File: src/rtl/prog_loader.sv
// Length-prefixed byte-stream loader that writes 16-bit little-endian words to memory from BASE_ADDR.
// Define LOADER_CHECKSUM_EN to require a trailing XOR checksum byte before DONE.
`ifndef REG_WIDTH
`define REG_WIDTH 16
`endif
`ifndef WORD_WIDTH
`define WORD_WIDTH 16
`endif
`ifndef MEM_LEN
`define MEM_LEN 256
`endif

module prog_loader #(
  parameter logic [`REG_WIDTH-1:0] BASE_ADDR = '0,
  parameter int unsigned           MAX_WORDS = `MEM_LEN
) (
  input  logic                   clk,
  input  logic                   rst_n,
  input  logic                   start,
  input  logic [7:0]             rx_data,
  input  logic                   rx_valid,
  output logic                   rx_ready,
  output logic [`REG_WIDTH-1:0]  mem_addr,
  output logic [`WORD_WIDTH-1:0] mem_wdata,
  output logic                   mem_we,
  output logic                   busy,
  output logic                   done,
  output logic                   err,
  output logic [`REG_WIDTH-1:0]  words_loaded
);

  localparam int unsigned RW = `REG_WIDTH;
  localparam int unsigned WW = `WORD_WIDTH;

  typedef enum logic [2:0] {
    S_IDLE,
    S_LEN_LO,
    S_LEN_HI,
    S_DAT_LO,
    S_DAT_HI,
    S_DONE,
`ifdef LOADER_CHECKSUM_EN
    S_ERR,
    S_CHK
`else
    S_ERR
`endif
  } state_t;

`ifdef LOADER_CHECKSUM_EN
  localparam state_t S_END = S_CHK;
`else
  localparam state_t S_END = S_DONE;
`endif

  state_t          state_q, state_d;
  logic [7:0]      cnt_lo_q, cnt_lo_d;
  logic [15:0]     rem_q, rem_d;
  logic [7:0]      lo_q, lo_d;
  logic [RW-1:0]   wl_q, wl_d;
  logic [RW-1:0]   addr_q, addr_d;
  logic [WW-1:0]   wdata_q, wdata_d;
  logic            we_q, we_d;
`ifdef LOADER_CHECKSUM_EN
  logic [7:0]      csum_q, csum_d;
`endif

  logic            accept;
  logic [15:0]     full_cnt;

`ifdef LOADER_CHECKSUM_EN
  assign rx_ready = state_q inside {S_LEN_LO, S_LEN_HI, S_DAT_LO, S_DAT_HI, S_CHK};
`else
  assign rx_ready = state_q inside {S_LEN_LO, S_LEN_HI, S_DAT_LO, S_DAT_HI};
`endif
  assign busy         = !(state_q inside {S_IDLE, S_DONE, S_ERR});
  assign done         = (state_q == S_DONE);
  assign err          = (state_q == S_ERR);
  assign mem_we       = we_q;
  assign mem_addr     = addr_q;
  assign mem_wdata    = wdata_q;
  assign words_loaded = wl_q;

  assign accept   = rx_valid && rx_ready;
  assign full_cnt = {rx_data, cnt_lo_q};

  always_comb begin
    state_d  = state_q;
    cnt_lo_d = cnt_lo_q;
    rem_d    = rem_q;
    lo_d     = lo_q;
    wl_d     = wl_q;
    addr_d   = addr_q;
    wdata_d  = wdata_q;
    we_d     = 1'b0;
`ifdef LOADER_CHECKSUM_EN
    csum_d   = csum_q;
    if (accept && state_q != S_CHK) csum_d = csum_q ^ rx_data;
`endif
    case (state_q)
      S_IDLE, S_DONE, S_ERR: begin
        if (start) begin
          state_d = S_LEN_LO;
          wl_d    = '0;
          rem_d   = '0;
`ifdef LOADER_CHECKSUM_EN
          csum_d  = '0;
`endif
        end
      end
      S_LEN_LO: begin
        if (accept) begin
          cnt_lo_d = rx_data;
          state_d  = S_LEN_HI;
        end
      end
      S_LEN_HI: begin
        if (accept) begin
          rem_d = full_cnt;
          if ({16'd0, full_cnt} > MAX_WORDS) state_d = S_ERR;
          else if (full_cnt == 16'd0)        state_d = S_END;
          else                               state_d = S_DAT_LO;
        end
      end
      S_DAT_LO: begin
        if (accept) begin
          lo_d    = rx_data;
          state_d = S_DAT_HI;
        end
      end
      S_DAT_HI: begin
        // Address uses the pre-increment count; both land on the same edge as mem_we.
        if (accept) begin
          we_d    = 1'b1;
          addr_d  = BASE_ADDR + wl_q;
          wdata_d = WW'({rx_data, lo_q});
          wl_d    = wl_q + RW'(1);
          rem_d   = rem_q - 16'd1;
          state_d = (rem_q == 16'd1) ? S_END : S_DAT_LO;
        end
      end
`ifdef LOADER_CHECKSUM_EN
      S_CHK: begin
        if (accept) state_d = (rx_data == csum_q) ? S_DONE : S_ERR;
      end
`endif
      default: state_d = S_IDLE;
    endcase
  end

  always_ff @(posedge clk) begin
    if (!rst_n) begin
      state_q  <= S_IDLE;
      cnt_lo_q <= '0;
      rem_q    <= '0;
      lo_q     <= '0;
      wl_q     <= '0;
      addr_q   <= '0;
      wdata_q  <= '0;
      we_q     <= 1'b0;
`ifdef LOADER_CHECKSUM_EN
      csum_q   <= '0;
`endif
    end else begin
      state_q  <= state_d;
      cnt_lo_q <= cnt_lo_d;
      rem_q    <= rem_d;
      lo_q     <= lo_d;
      wl_q     <= wl_d;
      addr_q   <= addr_d;
      wdata_q  <= wdata_d;
      we_q     <= we_d;
`ifdef LOADER_CHECKSUM_EN
      csum_q   <= csum_d;
`endif
    end
  end

endmodule

File: config.mk
export PLATFORM = sky130hd
export DESIGN_NAME = prog_loader
export DESIGN_NICKNAME = d
export VERILOG_FILES = /design/src/rtl/prog_loader.sv
export SDC_FILE = /design/constraint.sdc
export NUM_CORES = 1
export LEC_CHECK = 0
export ABC_AREA = 1
export CAP_MARGIN = 20
export CORE_AREA = 2 2 85 147
export DETAILED_ROUTE_END_ITERATION = 12
export DIE_AREA = 0 0 87 149
export HOLD_SLACK_MARGIN = 0.15
export MAX_ROUTING_LAYER = met4
export SYNTH_ARGS = -nofsm -noshare
export SYNTH_HDL_FRONTEND = slang
export SYNTH_SLANG_ARGS = --single-unit
File: constraint.sdc
create_clock -name clk -period 1.4 [get_ports clk]
set_clock_uncertainty 0.1 [all_clocks]
set_input_delay 0.35 -clock clk [delete_from_list [all_inputs] [get_ports clk]]
set_output_delay 0.35 -clock clk [all_outputs]
set_load 0.02 [all_outputs]
[After elaboration in Yosys (flattened, before gate mapping)]
Cells that the tools add are included.
Word-level totals
  register bits after elaboration: 84
  input port bits: 12
  output and inout port bits: 53
  word-level logic and storage cells: 55
Cells by class
  $add $sub $neg: 2
  $lt $le $gt $ge: 1
  equality and inequality tests: 12
  mux-type cells: 16
  reductions and logical operators: 16
Operators by type and width (count)
  16-bit two-way mux: 4
  16-bit one-hot mux with 3 select lines: 1
  16-bit one-hot mux with 2 select lines: 1
  3-bit two-way mux: 8
  16-bit by 1-bit adder with 16-bit output, second input constant: 1
  16-bit by 1-bit == test with 1-bit output, second input constant: 1
  16-bit by 9-bit greater-than comparator with 1-bit output, second input constant: 1
  16-bit zero test: 1
  16-bit by 1-bit subtractor with 16-bit output, second input constant: 1
  3-bit one-hot mux with 5 select lines: 1
  2-bit != test, second input constant: 5
  3-bit == test, second input constant: 3
  2-bit AND reduction: 4
  3-bit by 2-bit == test with 1-bit output, second input constant: 2
  3-bit nonzero test: 2
  5-bit AND reduction: 1
  4-bit AND reduction: 1
  4-bit nonzero test: 1
  3-bit by 1-bit == test with 1-bit output, second input constant: 1
  3-bit zero test: 1
  3-bit AND reduction: 1
  3-bit OR reduction: 1
  2-bit nonzero test: 1
  1-bit logical AND: 1
  2 further kinds: 2

[Logic depth before layout (Yosys ltp)]
Gate-level depths: netlist (run 1).
  depth after elaboration: 5
  depth in mapped cells: 11
  gate-level depth less buffers: 10

[Worst setup path before layout (run 1)]
No wires, ideal clock.
  path type: register to register
  start point: reg wl_q[0] (netlist: words_loaded[0])
  end point: reg wl_q[10] (netlist: words_loaded[10])
  library setup time: 64 ps
  data arrival time: 1572 ps
  data required time: 1236 ps
  setup slack: -336 ps
  stages on the path, launching flop included: 9
  path buffers: 0
  cells stage by stage: dfxtp_1 ha_1 inv_1 nor3_1 and2_1 nand2_1 nor2_1 nor2_1 nor2_1
Between the ends
  cells in the longest elaborated chain, start to end: 3
Ends and longest elaborated chain
  start, declared: line 60  | logic [RW-1:0] wl_q, wl_d;
  start signal, assigned: line 169  | wl_q <= wl_d;
  16-bit by 1-bit adder with 16-bit output: line 137  | wl_d = wl_q + RW'(1);
  16-bit two-way mux: line 133  | if (accept) begin
  16-bit one-hot mux with 2 select lines: line 100  | case (state_q)
No other way between the ends. The select of a mux whose other input is x is not followed.
A chain may end at the register's enable or synchronous reset.

[Worst setup path after layout (run 1)]
  start point: reg state_q[0]
  end point: reg state_q[2]
Between the ends
  cells in the longest elaborated chain, start to end: 5
Ends and longest elaborated chain
  start, declared: line 56  | state_t state_q, state_d;
  start signal, assigned: line 165  | state_q <= state_d;
  3-bit by 1-bit == test with 1-bit output, or another cell as far along: line 74, 100
  4-bit nonzero test: line 74  | assign rx_ready = state_q inside {S_LEN_LO, S_LEN_HI, S_DAT_LO, S_DAT_HI};
  1-bit logical AND: line 84  | assign accept = rx_valid && rx_ready;
  2-bit != test (no source line)
  5-bit AND reduction (no source line)
Several ways; a longest one is shown, not always the timed one.

==> results of run 1 <==
[area by class of cell]
class	instances	area (sq um)	area share, %
multi-input cells	440	2640	39.5
flip-flops and latches	84	1710	25.7
repair buffers	190	1590	23.8
clock buffers	11	233	3.49
inverters	52	225	3.38
well taps	137	171	2.57
clock inverters	5	85.1	1.28
repair inverters	1	16.3	0.244
[state kept, by name, indices dropped and copies added (netlist names)]
| register | count |
|---|---|
| cnt_lo_q | 8 |
| lo_q | 8 |
| mem_addr | 16 |
| mem_wdata | 16 |
| mem_we | 1 |
| rem_q | 16 |
| state_q | 3 |
| words_loaded | 16 |
[kinds of logic after synthesis]
| family | count (synthesis) | share of synthesized area [%] |
|---|---|---|
| DFF | 84 | 41.7 |
| buffers and inverters | 77 | 8.17 |
| AOI/OAI and AO/OA | 143 | 18.4 |
| adders and majority gates | 3 | 0.931 |
| xor gates and xnor gates | 3 | 0.652 |
| and+or+nand+nor | 289 | 30.1 |
[power by group]
| group | switching, uW | internal, uW | total, uW |
|---|---|---|---|
| sequential | 329 | 2770 | 3100 |
| clock | 1060 | 1580 | 2630 |
| combinational | 4070 | 3160 | 7240 |
| total | 5460 | 7510 | 13000 |
[routing by layer]
layer	global-route usage, %	wire length, microns	vias to the layer above
li1	-	-	2321
met1	21.9	5250	2297
met2	43.4	8650	184
met3	3.60	555	77
met4	17.3	1150	0
met5	-	0	-
[worst min path at each step]
stage                                end                  from  cells past startpoint  slack [ns]
finish              lo_q[2]$_SDFFE_PN0P_  lo_q[2]$_SDFFE_PN0P_                      2        0.37
global route        lo_q[2]$_SDFFE_PN0P_  lo_q[2]$_SDFFE_PN0P_                      2        0.39
CTS                 lo_q[2]$_SDFFE_PN0P_  lo_q[2]$_SDFFE_PN0P_                      2        0.37
detailed placement  lo_q[2]$_SDFFE_PN0P_  lo_q[2]$_SDFFE_PN0P_                      2        0.36
global placement    lo_q[0]$_SDFFE_PN0P_  lo_q[0]$_SDFFE_PN0P_                      2        0.35
floorplan           lo_q[0]$_SDFFE_PN0P_  lo_q[0]$_SDFFE_PN0P_                      2        0.34
[synthesized netlist by cell type (2+ instances only)]
master,count
nand3_1,39
a21oi_1,65
buf_2,3
inv_2,3
xnor2_1,2
inv_1,47
clkbuf_1,16
nand2_4,2
buf_6,3
nand3_2,2
buf_4,3
nand2_2,2
o21bai_1,3
ha_1,3
o21ai_0,67
dfxtp_1,84
nand2_1,98
o21ai_1,4
nor2_1,130
nand4_1,10
[tightest hold or removal path: stages, from the launching register on]
cell,delay [ns]
dfxtp_1,0.31
nand2_1,0.06
a21oi_1,0.05
[metrics by stage]
step                total power, uW  worst slack [ns]  TNS (ns)
global placement               8010            -0.508    -35.15
finish                        13000            -0.346    -16.81
detailed placement             8090            -0.498    -36.36
floorplan                      5990           -0.0365     -1.09
global route                  13600            -0.444    -21.60
CTS                           12000            -0.307    -12.80
[repair_timing]
item	CTS	global route
gates cloned	6	4
pin swaps	23	33
endpoints found under the hold margin	0	0
setup buffers	18	8
resized for setup	312	148
hold buffers	0	0
setup endpoints to repair	133	105
==> PnR_summary.wiki, run 1 <==
{| class="wikitable"
! Metric !! Value
|-
| P_leak || 0.00294 uW
|-
| Number of DRC markers after the initial detailed-route iteration || 268
|-
| Clock latency on the worst-skew pair || 0.35 ns
|-
| Run status || complete, but fails checks
|-
| CTS Root Buffer Type || clkbuf_16
|-
| Count of port buffers added during placement || 64
|-
| Netlist area before placement || 4030 sq um
|-
| Area growth syn-to-layout || 65.5%
|-
| Final HPWL from detailed placement || 10.3 mm
|-
| Cell accounting for the most synthesized area || dfxtp_1
|-
| Peak VDD IR || 0.000788 V
|-
| Worst Path Class, Setup || flip-flop to flip-flop
|-
| Maximum number of pins on one net before global-route repair || 25
|-
| Mean cell area of the mapped netlist || 6.73 sq um
|-
| Async set-or-reset flop fraction in the synthesized netlist || 0%
|-
| Fraction of final layout cells sized beyond drive strength 1 || 44.3%
|-
| Initial standard-cell utilization of the core || 34.0%
|-
| Critical path's most frequent cell || buf_6
|-
| Routed wire per std cell || 17.0 microns
|-
| DIE AREA || 13000 sq um
|-
| Largest stage delay on the critical path || 0.39 ns
|-
| Buffers from clock root to sink, at most || 2
|-
| Leading cell type in the layout, fill and taps excluded || nor2_1
|-
| Number of levels the H-tree was split into || 3
|-
| Period utilisation layout || 125%
|-
| Fillers || 1056
|-
| Top post-synthesis cells by area || dfxtp_1 (42%), nor2_1 (12%), nand2_1 (9.1%), o21ai_0 (8.3%), a21oi_1 (8.1%)
|-
| All-layer global routing usage || 23.9%
|-
| FF-to-FF End || state_q[2]$_SDFFE_PN0P_
|-
| Prevailing post-synth register cell || dfxtp_1
|-
| Number of top-level design ports || 65
|-
| Number of standard cells in the final layout excluding fillers || 920
|-
| Family of cells with the greatest summed delay on the critical path || simple AND/OR/NAND/NOR gates
|-
| Data arrival time of the worst path || 1.90 ns
|-
| CP Depth || 11
|-
| Number of diodes || 0
|-
| Total count of hold-check failures in the final report || 0
|-
| Final estimated routing congestion in global placement || 0.977
|-
| Gate Count Post-Synth || 599
|-
| Floorplan die height || 149 microns
|-
| First element of the critical path || state_q[0]$_SDFFE_PN0P_
|-
| Slowest library cell on the worst path || dfxtp_4
|-
| Clock-pin slew on the worst setup and hold paths || 0.07 ns
|-
| Setup slack of the worst register-to-register path || -0.35 ns
|-
| Clock sink total || 84
|-
| Number of nets at the end of the flow || 793
|-
| Worst setup EP type || flip-flop
|-
| Critical path launch point type || flip-flop
|-
| Sequential cell area fraction in the yosys report || 41.7%
|-
| Worst endpoint required time || 1.56 ns
|-
| Vias || 4879
|-
| Core area || 11900 sq um
|-
| Setup repair after global routing missed its margin || yes
|-
| Area fraction of the dominant cell type after synthesis || 41.7%
|-
| Failing checks || negative setup slack
|-
| Highest clock frequency the design can meet || 0.573 GHz
|-
| Final wirelength || 15.6 mm
|-
| Finish-stage setup viols || 89
|-
| Number of placed cells counting well taps || 875
|-
| Highest-count cells in the layout ignoring fill and taps || nor2_1 (102), buf_4 (92), nand2_1 (84)
|-
| Worst max-slew margin expressed relative to the limit || 74.6%
|-
| Biggest fanout along the worst timing path || 5
|-
| Global-route wire length before repair || 23.2 mm
|-
| Final core utilization || 56.2%
|-
| Vias in the first global route || 4878
|-
| Critical-path cell list || inv_6 > nor2_4 > nand2_4 > nand3_4 > buf_6 > nand2_8 > buf_6 > buf_6 > o21ai_4 > nand2_1 > a21oi_1
|-
| Critical path buffers and inverters || 4
|-
| Area post-placement || 5590 sq um
|-
| Netlist cell types || 33
|-
| Final critical-path setup slack || -0.346 ns
|-
| TritonCTS clock tree || done
|-
| Number of nets still failing antenna checks after routing || 0
|-
| Post-synth EDFFs || 0
|-
| Class of the most critical hold timing path || flip-flop to flip-flop
|-
| Worst reg-to-reg path cell count || 11
|-
| Antenna violations before repair || 0
|-
| R2r startpoint || state_q[0]$_SDFFE_PN0P_
|-
| Die width || 87 microns
|-
| DRC violations left || 0
|-
| Area of all placed cells without fillers || 6670 sq um
|-
| Total nets after synthesis || 614
|-
| Count of maximum capacitance violations || 0
|-
| Number of warning messages in the yosys log || 0
|-
| Post-route minimum period || 1.75 ns
|-
| Remaining global-route overflow || 0
|-
| DR pass1 iterations || 6
|-
| Post-synthesis register bit count || 84
|-
| Total power per unit cell area || 1940 nW/um^2
|-
| TritonCTS Buffers || 9
|-
| Fin. max-slew vios || 0
|-
| Site row count || 53
|-
| Worst hold margin || 0.366 ns
|-
| Slew at the pin closest to its max-slew limit || 0.379 ns
|-
| Termination of the worst setup path || state_q[2]$_SDFFE_PN0P_
|-
| Via-per-instance ratio || 5.30
|}
Power figures use the tool's default switching activity.
==> run 2, diff against run 1 <==
==> constraint.sdc (replaced) <==
create_clock -name clk -period 1.4 [get_ports clk]
set_clock_uncertainty 0.1 [all_clocks]
set_input_delay 0.35 -clock clk [delete_from_list [all_inputs] [get_ports clk]]
set_output_delay 0.35 -clock clk [all_outputs]
set_load 0.01 [all_outputs]
==> PnR_summary.wiki, run 2 (synthesis gave the netlist of run 1 again) <==
{| class="wikitable"
! Metric !! Value
|-
| Run status || complete, but fails checks
|-
| Failing checks || negative setup slack
|-
| Cell count of the worst hold path || 2 (unchanged)
|-
| All-layer global routing usage || 22.9% (-1.0 points)
|-
| Period utilisation layout || 122% (-2.4 points)
|-
| Number of nets still failing antenna checks after routing || 0 (unchanged)
|-
| Worst max-slew margin expressed relative to the limit || 77.0% (+2.4 points)
|-
| Worst endpoint required time || 0.95 ns (-0.61 ns)
|-
| Setup repair after global routing missed its margin || yes
|-
| Number of levels the H-tree was split into || 3 (unchanged)
|-
| DIE AREA || 13000 sq um (unchanged)
|-
| Total count of hold-check failures in the final report || 0 (unchanged)
|-
| Core area || 11900 sq um (unchanged)
|-
| Die width || 87 microns (unchanged)
|-
| Fraction of final layout cells sized beyond drive strength 1 || 41.0% (-3.3 points)
|-
| Floorplan die height || 149 microns (unchanged)
|-
| Total of hold buffers inserted after clock tree synthesis || 0 (unchanged)
|-
| Highest-count cells in the layout ignoring fill and taps || nor2_1 (98), buf_4 (91), nand2_1 (89)
|-
| Pre-CTS setup slack || -0.634 ns (-0.136 ns)
|-
| Vias in the first global route || 4670 (-4.3%)
|-
| Clock latency on the worst-skew pair || 0.35 ns (about the same)
|-
| Fin. max-slew vios || 0 (unchanged)
|-
| Clock-pin slew on the worst setup and hold paths || 0.07 ns (about the same)
|-
| Number of DRC markers after the initial detailed-route iteration || 240 (-10%)
|-
| Count of maximum capacitance violations || 0 (unchanged)
|-
| Vias || 4693 (-3.8%)
|-
| Remaining global-route overflow || 0 (unchanged)
|-
| FF-to-FF End || words_loaded[3]$_SDFFE_PN0P_
|-
| Area growth syn-to-layout || 65.5% (about the same)
|-
| Site row count || 53 (unchanged)
|-
| Final critical-path setup slack || -0.313 ns (+0.0336 ns)
|-
| Maximum number of pins on one net before global-route repair || 34 (+36%)
|-
| Worst-case hold path end point || mem_wdata[7]$_SDFFE_PN0P_
|-
| Final wirelength || 14.8 mm (-5.0%)
|-
| Fillers || 1064 (+0.76%)
|-
| Routed wire per std cell || 16.1 microns (-4.9%)
|-
| P_leak || 0.00288 uW (-1.9%)
|-
| R2r startpoint || state_q[1]$_SDFFE_PN0P_
|-
| Finish-stage setup viols || 83 (-6.7%)
|-
| Worst setup EP type || output port
|-
| Worst hold margin || 0.375 ns (+0.00942 ns)
|-
| DRC violations left || 0 (unchanged)
|-
| TritonCTS clock tree || done
|-
| Start point of the worst min-delay path || lo_q[7]$_SDFFE_PN0P_
|-
| Total power per unit cell area || 1840 nW/um^2 (-5.3%)
|-
| DR pass1 iterations || 4 (-2)
|-
| Number of diodes || 0 (unchanged)
|-
| Clock sink total || 84 (unchanged)
|-
| Worst reg-to-reg path cell count || 9 (-2)
|-
| Via-per-instance ratio || 5.11 (-3.7%)
|-
| Number of top-level design ports || 65 (unchanged)
|-
| Count of port buffers added during placement || 64 (unchanged)
|-
| Leading cell type in the layout, fill and taps excluded || nor2_1
|-
| Total Power Consumption || 12300 uW (-5.3%)
|-
| Final estimated routing congestion in global placement || 0.932 (-4.6%)
|-
| Biggest fanout along the worst timing path || 5 (unchanged)
|-
| Final HPWL from detailed placement || 10.3 mm (+0.30%)
|-
| Post-route minimum period || 1.71 ns (-0.0336 ns)
|-
| Global-route wire length before repair || 22.2 mm (-4.3%)
|-
| Highest clock frequency the design can meet || 0.584 GHz (+2.0%)
|-
| Buffers from clock root to sink, at most || 2 (unchanged)
|-
| Worst Path Class, Setup || flip-flop to output port
|-
| Data arrival time of the worst path || 1.26 ns (-0.64 ns)
|-
| Critical path launch point type || flip-flop
|-
| CTS Root Buffer Type || clkbuf_16
|-
| TNS Setup || -14.25 ns (+2.55 ns)
|-
| Initial standard-cell utilization of the core || 34.0% (unchanged)
|-
| Slew at the pin closest to its max-slew limit || 0.344 ns (-0.0358 ns)
|-
| TritonCTS Buffers || 9 (unchanged)
|-
| Number of nets at the end of the flow || 792 (-0.13%)
|-
| Antenna violations before repair || 0 (unchanged)
|-
| Class of the most critical hold timing path || flip-flop to flip-flop
|-
| Setup slack of the worst register-to-register path || -0.29 ns (+0.06 ns)
|-
| Peak VDD IR || 0.000790 V (+0.26%)
|}
-- run 2: cell count changes in the layout (fill, tap and decap cells not counted), moves of 6 or more --
cell	before	now
a21oi_1	34	42
a21oi_2	27	19
buf_2	47	10
buf_6	28	22
clkbuf_2	0	24
clkdlybuf4s15_1	0	8
clkdlybuf4s15_2	0	6
dfxtp_4	5	13
nor2_2	17	25
o21ai_1	14	24
o21ai_2	27	16
-- run 2: cell type report --
cell class              count  area (sq um)  area share, %
repair inverters            1          5.00         0.0750
inverters                  52           229           3.43
clock inverters             7          98.8           1.48
repair buffers            190          1720           25.8
flip-flops and latches     84          1740           26.1
multi-input cells         439          2480           37.2
clock buffers               9           225           3.38
well taps                 137           171           2.57
-- run 2: metrics by stage --
step / instances / util (%) / area (sq um)
3_3_place_gp: 877 / 47.0 / 5580
2_1_floorplan: 599 / - / 4090
4_1_cts: 907 / 53.3 / 6330
6_report: 919 / 56.2 / 6670
5_1_grt: 919 / 56.2 / 6670
3_5_place_dp: 877 / 47.0 / 5580
-- run 2: report_power, final --
group          internal, uW  switching (uW)  total, uW
clock network          1580            1050       2630
logic                  3000            3570       6570
registers              2750             338       3090
-- run 2: timing repair --
action / CTS / global route
pin swaps: 30 / 10
endpoints found under the setup margin: 131 / 128
gates resized for setup: 229 / 153
gates cloned: 3 / 4
buffers inserted: 12 / 9
-- run 2: how the worst max path moves through the flow --
stage	startpoint	slack, ns	to
floorplan	state_q[0]$_SDFFE_PN0P_	-0.03	words_loaded[14]$_SDFFE_PN0P_
global placement	rx_valid	-0.67	rem_q[11]$_SDFFE_PN0P_
detailed placement	rx_valid	-0.63	rem_q[11]$_SDFFE_PN0P_
CTS	state_q[1]$_SDFFE_PN0P_	-0.30	rx_ready
global route	state_q[1]$_SDFFE_PN0P_	-0.38	words_loaded[14]$_SDFFE_PN0P_
finish	state_q[1]$_SDFFE_PN0P_	-0.31	busy
-- run 2: metal layers --
layer	up-vias	GRT usage [%]	part of all wire [%]
met4	0	13.5	4.5
met2	119	41.0	56
met1	2200	22.5	36
met5	-	-	0
met3	47	3.93	3.6
li1	2327	-	-
-- run 2: worst max-delay path, cell delays in order, from the launching register on --
cell,delay (ns)
dfxtp_4,0.42
buf_6,0.12
nand3_2,0.11
nand3_2,0.12
inv_2,0.05
buf_6,0.11
